### src/rtl/clock_tick_pkg.sv
// Shared constants, channel FSM encoding and channel-index width helper for clock_tick_gen.
// No logic; no latency or backpressure of its own.
package clock_tick_pkg;

  localparam int CNT_WIDTH_DEF   = 32;
  localparam int DEFAULT_DIV_DEF = 200_000;

  typedef enum logic {
    ST_IDLE = 1'b0,
    ST_RUN  = 1'b1
  } ch_state_e;

  // A single channel still needs a one-bit select so the port never collapses to zero width.
  function automatic int ch_idx_width(input int channels);
    return (channels > 1) ? $clog2(channels) : 1;
  endfunction

endpackage

### src/rtl/clock_tick_channel.sv
// One divider channel: counter, active divisor and a single pending-divisor slot; outputs registered (1 cycle).
// Backpressure: pend_vld high means the slot is full and the parent must hold further writes.
module clock_tick_channel
  import clock_tick_pkg::*;
#(
  parameter int CNT_WIDTH   = CNT_WIDTH_DEF,
  parameter int DEFAULT_DIV = DEFAULT_DIV_DEF
) (
  input  logic                 clk,
  input  logic                 reset,
  input  logic                 en,
  input  logic                 wr_vld,
  input  logic [CNT_WIDTH-1:0] wr_dat,
  output logic                 pend_vld,
  output logic                 out_clk,
  output logic                 out_tick
);

  localparam logic [CNT_WIDTH-1:0] DIV_RST = CNT_WIDTH'(DEFAULT_DIV);
  localparam logic [CNT_WIDTH-1:0] ONE     = CNT_WIDTH'(1);

  ch_state_e            state_q;
  ch_state_e            state_nxt;
  logic [CNT_WIDTH-1:0] div_q;
  logic [CNT_WIDTH-1:0] div_nxt;
  logic [CNT_WIDTH-1:0] cnt_q;
  logic [CNT_WIDTH-1:0] cnt_nxt;
  logic [CNT_WIDTH-1:0] pend_q;
  logic [CNT_WIDTH-1:0] pend_nxt;
  logic                 pend_vld_q;
  logic                 pend_vld_nxt;
  logic [CNT_WIDTH-1:0] half_nxt;
  logic                 live_nxt;
  logic                 out_clk_nxt;
  logic                 out_tick_nxt;
  logic                 div_ok;
  logic                 wrap;

  assign div_ok   = (div_q > ONE);
  assign pend_vld = pend_vld_q;

  always_ff @(posedge clk or posedge reset) begin
    if (reset) begin
      state_q    <= ST_IDLE;
      div_q      <= DIV_RST;
      cnt_q      <= '0;
      pend_q     <= '0;
      pend_vld_q <= 1'b0;
      out_clk    <= 1'b0;
      out_tick   <= 1'b0;
    end else begin
      state_q    <= state_nxt;
      div_q      <= div_nxt;
      cnt_q      <= cnt_nxt;
      pend_q     <= pend_nxt;
      pend_vld_q <= pend_vld_nxt;
      out_clk    <= out_clk_nxt;
      out_tick   <= out_tick_nxt;
    end
  end

  always_comb begin
    state_nxt    = state_q;
    div_nxt      = div_q;
    cnt_nxt      = cnt_q;
    pend_nxt     = pend_q;
    pend_vld_nxt = pend_vld_q;
    wrap         = 1'b0;

    if (!en) begin
      // Stopped: a held divisor lands now; otherwise writes go straight to the active divisor.
      state_nxt = ST_IDLE;
      cnt_nxt   = '0;
      if (pend_vld_q) begin
        div_nxt      = pend_q;
        pend_vld_nxt = 1'b0;
      end else if (wr_vld) begin
        div_nxt = wr_dat;
      end
    end else if (state_q == ST_IDLE) begin
      // First enabled edge holds cnt at 0 so the opening period is a full D cycles.
      state_nxt = ST_RUN;
      cnt_nxt   = '0;
      if (wr_vld) begin
        pend_nxt     = wr_dat;
        pend_vld_nxt = 1'b1;
      end
    end else begin
      // A degenerate divisor wraps every cycle so a retune out of it is never stuck.
      wrap    = !div_ok || (cnt_q == div_q - ONE);
      cnt_nxt = wrap ? '0 : cnt_q + ONE;
      if (wrap && pend_vld_q) begin
        div_nxt      = pend_q;
        pend_vld_nxt = 1'b0;
      end
      // Only reachable with the slot empty, so a write in the wrap cycle waits for the next wrap.
      if (wr_vld) begin
        pend_nxt     = wr_dat;
        pend_vld_nxt = 1'b1;
      end
    end

    half_nxt     = div_nxt - (div_nxt >> 1);
    live_nxt     = (state_nxt == ST_RUN) && (div_nxt > ONE);
    out_clk_nxt  = live_nxt && (cnt_nxt >= half_nxt);
    out_tick_nxt = live_nxt && (cnt_nxt == div_nxt - ONE);
  end

endmodule

### src/rtl/clock_tick_gen.sv
// Multi-channel clock divider with glitch-free runtime retune; outputs registered (1 cycle).
// Backpressure: cfg_ready drops while the addressed channel already holds a pending divisor.
module clock_tick_gen
  import clock_tick_pkg::*;
#(
  parameter int CHANNELS    = 2,
  parameter int CNT_WIDTH   = CNT_WIDTH_DEF,
  parameter int DEFAULT_DIV = DEFAULT_DIV_DEF
) (
  input  logic                              clk,
  input  logic                              reset,
  input  logic [CHANNELS-1:0]               en,
  input  logic                              cfg_valid,
  input  logic [ch_idx_width(CHANNELS)-1:0] cfg_ch,
  input  logic [CNT_WIDTH-1:0]              cfg_div,
  output logic                              cfg_ready,
  output logic [CHANNELS-1:0]               out_clk,
  output logic [CHANNELS-1:0]               out_tick
);

  localparam int CH_W = ch_idx_width(CHANNELS);

  logic [CHANNELS-1:0] pend_vld;
  logic [CHANNELS-1:0] wr_vld;

  // Unmatched channel indices leave cfg_ready high and no strobe, so such writes vanish.
  always_comb begin
    cfg_ready = 1'b1;
    wr_vld    = '0;
    for (int i = 0; i < CHANNELS; i++) begin
      if (cfg_ch == CH_W'(i)) begin
        cfg_ready = ~pend_vld[i];
        wr_vld[i] = cfg_valid & ~pend_vld[i];
      end
    end
  end

  for (genvar g = 0; g < CHANNELS; g++) begin : g_ch
    clock_tick_channel #(
      .CNT_WIDTH   (CNT_WIDTH),
      .DEFAULT_DIV (DEFAULT_DIV)
    ) u_ch (
      .clk      (clk),
      .reset    (reset),
      .en       (en[g]),
      .wr_vld   (wr_vld[g]),
      .wr_dat   (cfg_div),
      .pend_vld (pend_vld[g]),
      .out_clk  (out_clk[g]),
      .out_tick (out_tick[g])
    );
  end

endmodule

### config.mk
export PLATFORM = sky130hd
export DESIGN_NAME = clock_tick_gen
export DESIGN_NICKNAME = d
export VERILOG_FILES = /design/src/rtl/clock_tick_pkg.sv /design/src/rtl/clock_tick_channel.sv /design/src/rtl/clock_tick_gen.sv
export SDC_FILE = /design/constraint.sdc
export NUM_CORES = 1
export LEC_CHECK = 0
export ABC_CLOCK_PERIOD_IN_PS = 25100
export CAP_MARGIN = 30
export CORE_MARGIN = 1
export CORE_UTILIZATION = 36
export DETAILED_ROUTE_END_ITERATION = 8
export GPL_TIMING_DRIVEN = 1
export PLACE_DENSITY = 0.56
export SETUP_SLACK_MARGIN = 0.3
export SYNTH_ARGS = -nofsm -noshare
export SYNTH_HDL_FRONTEND = slang
export SYNTH_SLANG_ARGS = --single-unit
### constraint.sdc
create_clock -name clk -period 25.1 [get_ports clk]
set_input_delay 5.02 -clock clk [delete_from_list [all_inputs] [get_ports clk]]
set_output_delay 5.02 -clock clk [all_outputs]
set_load 0.05 [all_outputs]
==> reports/qor.csv <==
metric,value,unit
hold_viol_final,0,
hp-class,register to register,
synthCells,2335,
endpoint_kind,primary output,
cts_buffers,17,
ys_ff_latch,200,
row_count,85,
ys_seq_area_frac,0.255,
ff2ff_path_depth,37,
firstDrtPassIters,9,
grt_max_degree,76,
fin_setup_tns,0,ns
use_met2,0.362,
min_period_over_period,0.463,
path_class,input pin to primary output,
synth_compound_area_frac,0.173,
crit_arrival,6.61,ns
drive_above_1_share,0.0879,
fmax,86.0,MHz
startpoint,cfg_ch,
num_antenna_cells,0,
gp_congestion,0.939,
fin_nets,2564,
synth_area_per_cell,8.42,um2
port_buffers,42,
boundaryPins,43,
antenna_found_initial,1,
cts_tree,done,
setup_violations,0,
worstReg2RegEnd,g_ch[0].u_ch.out_clk,
yosys.area_share.simple,0.210,
worstPathRequired,20.08,ns
rrSetupSlack,15.14,ns
grt_util_met3,0.0353,
rsz0062_at_grt,false,
synth.distinct_cells,96,
synth_nets,2568,
ys.flop_type,dfrtp_1,
path_max_fanout,4,
slew_headroom,0.254,
grt_pass1_wl,99600,um
die_y,236,um
synthAdderAreaFrac,0.126,
synth_area,0.0197,mm2
postCtsHoldBufs,0,
synth_edf_count,0,
vias,17630,
clk_latency,0.51,ns
die_area,0.0555,mm2
cts.clk_slew.worst_paths,0.08,ns
grt_pass1_vias,16775,
synthArstFlopShare,1.00,
slew_viol_final,0,
drt_iter0_markers,1545,
wl_per_cell,21.1,um
busiest_layer,met2,
skew,0.0146,ns
drc_errors,0,
leakage,9.33,nW
max_slew.worst_pin.slew,1.12,ns
overflow,0,
routed_via_density,5.80,
area_growth,9.15,%
cap_violations,0,
synth_top_family_by_area,simple AND/OR/NAND/NOR gates,
synthXorXnorAreaFrac,0.131,
power.density,72.7,mW/mm2
start_util,0.364,
max-vdd-ir-drop,0.0646,mV
fin_util,0.398,
clock-root-buffer,clkbuf_16,
wirelength,64200,um
use_met1,0.328,
timing.rr.start,g_ch[0].u_ch.div_q[3],
yosys-mux-area-fraction,0.0597,
endpoint,cfg_ready,
status,"finished, final reports clean",
ant_nets,0,
numClockSinks,200,
dpl.hpwl,51100,um
cts_resized,0,
worst_setup_path_start_kind,input pin,
die_w,236,um
min_period,11.63,ns
h-tree-depth,4,
clk_path_buf_depth,2,
cts_setup_buffers,0,
synth_warnings,0,
track_usage,0.232,
core_area,0.0539,mm2
flip-flops by register name, indices dropped and copies added (netlist names):
signal and count:
g_ch.u_ch.cnt_q 64, g_ch.u_ch.div_q 64, g_ch.u_ch.out_clk 2, g_ch.u_ch.out_tick 2, g_ch.u_ch.pend_q 64, g_ch.u_ch.pend_vld 2, g_ch.u_ch.state_q 2
stage by stage:
stage / total power, mW / hold slack (ns) / instance area (um2) / cells / setup slack, ns
global route: 1.68 / 0.533 / 21500 / 3040 / 12.86
detailed placement: 1.22 / 0.497 / 20800 / 3008 / 13.06
finish: 1.56 / 0.515 / 21500 / 3040 / 13.47
CTS: 1.56 / 0.516 / 21500 / 3040 / 13.47
global placement: 1.21 / 0.491 / 20800 / 3006 / 12.48
floorplan: 1.01 / 0.471 / 19700 / 2335 / 14.21
worst min path at each step:
stage,from,end,slack [ns],depth (start not counted)
after floorplan,g_ch[1].u_ch.pend_q[1],g_ch[1].u_ch.pend_q[1],0.47,1
after global placement,g_ch[0].u_ch.pend_q[29],g_ch[0].u_ch.pend_q[29],0.49,1
after detailed placement,g_ch[0].u_ch.pend_q[22],g_ch[0].u_ch.pend_q[22],0.50,1
after CTS,g_ch[0].u_ch.pend_q[22],g_ch[0].u_ch.pend_q[22],0.52,1
after global routing,g_ch[0].u_ch.pend_q[19],g_ch[0].u_ch.pend_q[19],0.53,1
final,g_ch[0].u_ch.pend_q[30],g_ch[0].u_ch.pend_q[30],0.52,1
per-layer routing:
metal	vias to the layer above	share of wire
met5	-	0
li1	8371	-
met4	0	0.019
met3	61	0.049
met1	8721	0.48
met2	477	0.45
cell usage in the layout, fill, tap and decap left out, drive strengths merged, types with 41 or more instances in the layout:
master           n
a21o            41
a21oi          190
clkdlybuf4s50   41
dfrtp          188
ha             193
inv            137
mux2            89
nand2          170
nand3           79
nand4           41
nor2           230
nor3            44
nor4            43
o21ai           57
xnor2          154
xor2           119
report_power, final:
part           total (mW)  switching (mW)  internal (mW)
sequential          0.433          0.0653          0.368
combinational       0.792           0.458          0.334
clock               0.334           0.153          0.181
logic make-up after synthesis:
family,count (synthesis)
AO/OA/AOI/OAI,511
XOR/XNOR,281
adder cells (fa/ha/maj),198
buffers and inverters,222
flip-flops,200
multiplexers,106
AND/OR/NAND/NOR,817
worst max-delay path, stage by stage:
cell	delay (ns)
clkdlybuf4s50_1	0.54
mux2i_1	0.21
clkdlybuf4s50_1	0.83
synthesized netlist by cell type (11+ instances only):
cell / instances / area, um2
nand2_1: 170 / 638
clkbuf_1: 64 / 240
a21oi_1: 190 / 951
and4_1: 11 / 96.3
nor3_1: 41 / 205
mux2_2: 89 / 1000
nor2b_1: 26 / 163
o21bai_1: 14 / 105
or3_1: 27 / 169
nand4_1: 41 / 257
ha_1: 193 / 2410
or4_1: 12 / 90.1
o31ai_1: 15 / 113
buf_1: 15 / 56.3
dfrtp_1: 188 / 4700
a211oi_1: 26 / 195
xnor2_1: 154 / 1350
o211ai_1: 13 / 97.6
a21o_1: 41 / 308
nand3_1: 78 / 390
and2_1: 14 / 87.6
nor4_1: 40 / 250
mux2i_1: 17 / 170
o21ai_0: 55 / 275
a31oi_1: 18 / 113
nand2b_1: 29 / 181
dfstp_2: 12 / 315
nor2_1: 229 / 860
inv_1: 130 / 488
and3_1: 38 / 238
xor2_1: 119 / 1040
or2_2: 14 / 87.6
layout make-up:
| class | instances | area [um2] |
|---|---|---|
| sequential | 200 | 5020 |
| tap | 696 | 871 |
| fill | 5424 | 32500 |
| clock inverter | 15 | 256 |
| clock buffer | 17 | 425 |
| timing repair buffer | 68 | 616 |
| inverter | 131 | 499 |
| multi-input combinational | 1913 | 13800 |
(Power assumes the default switching activity.)
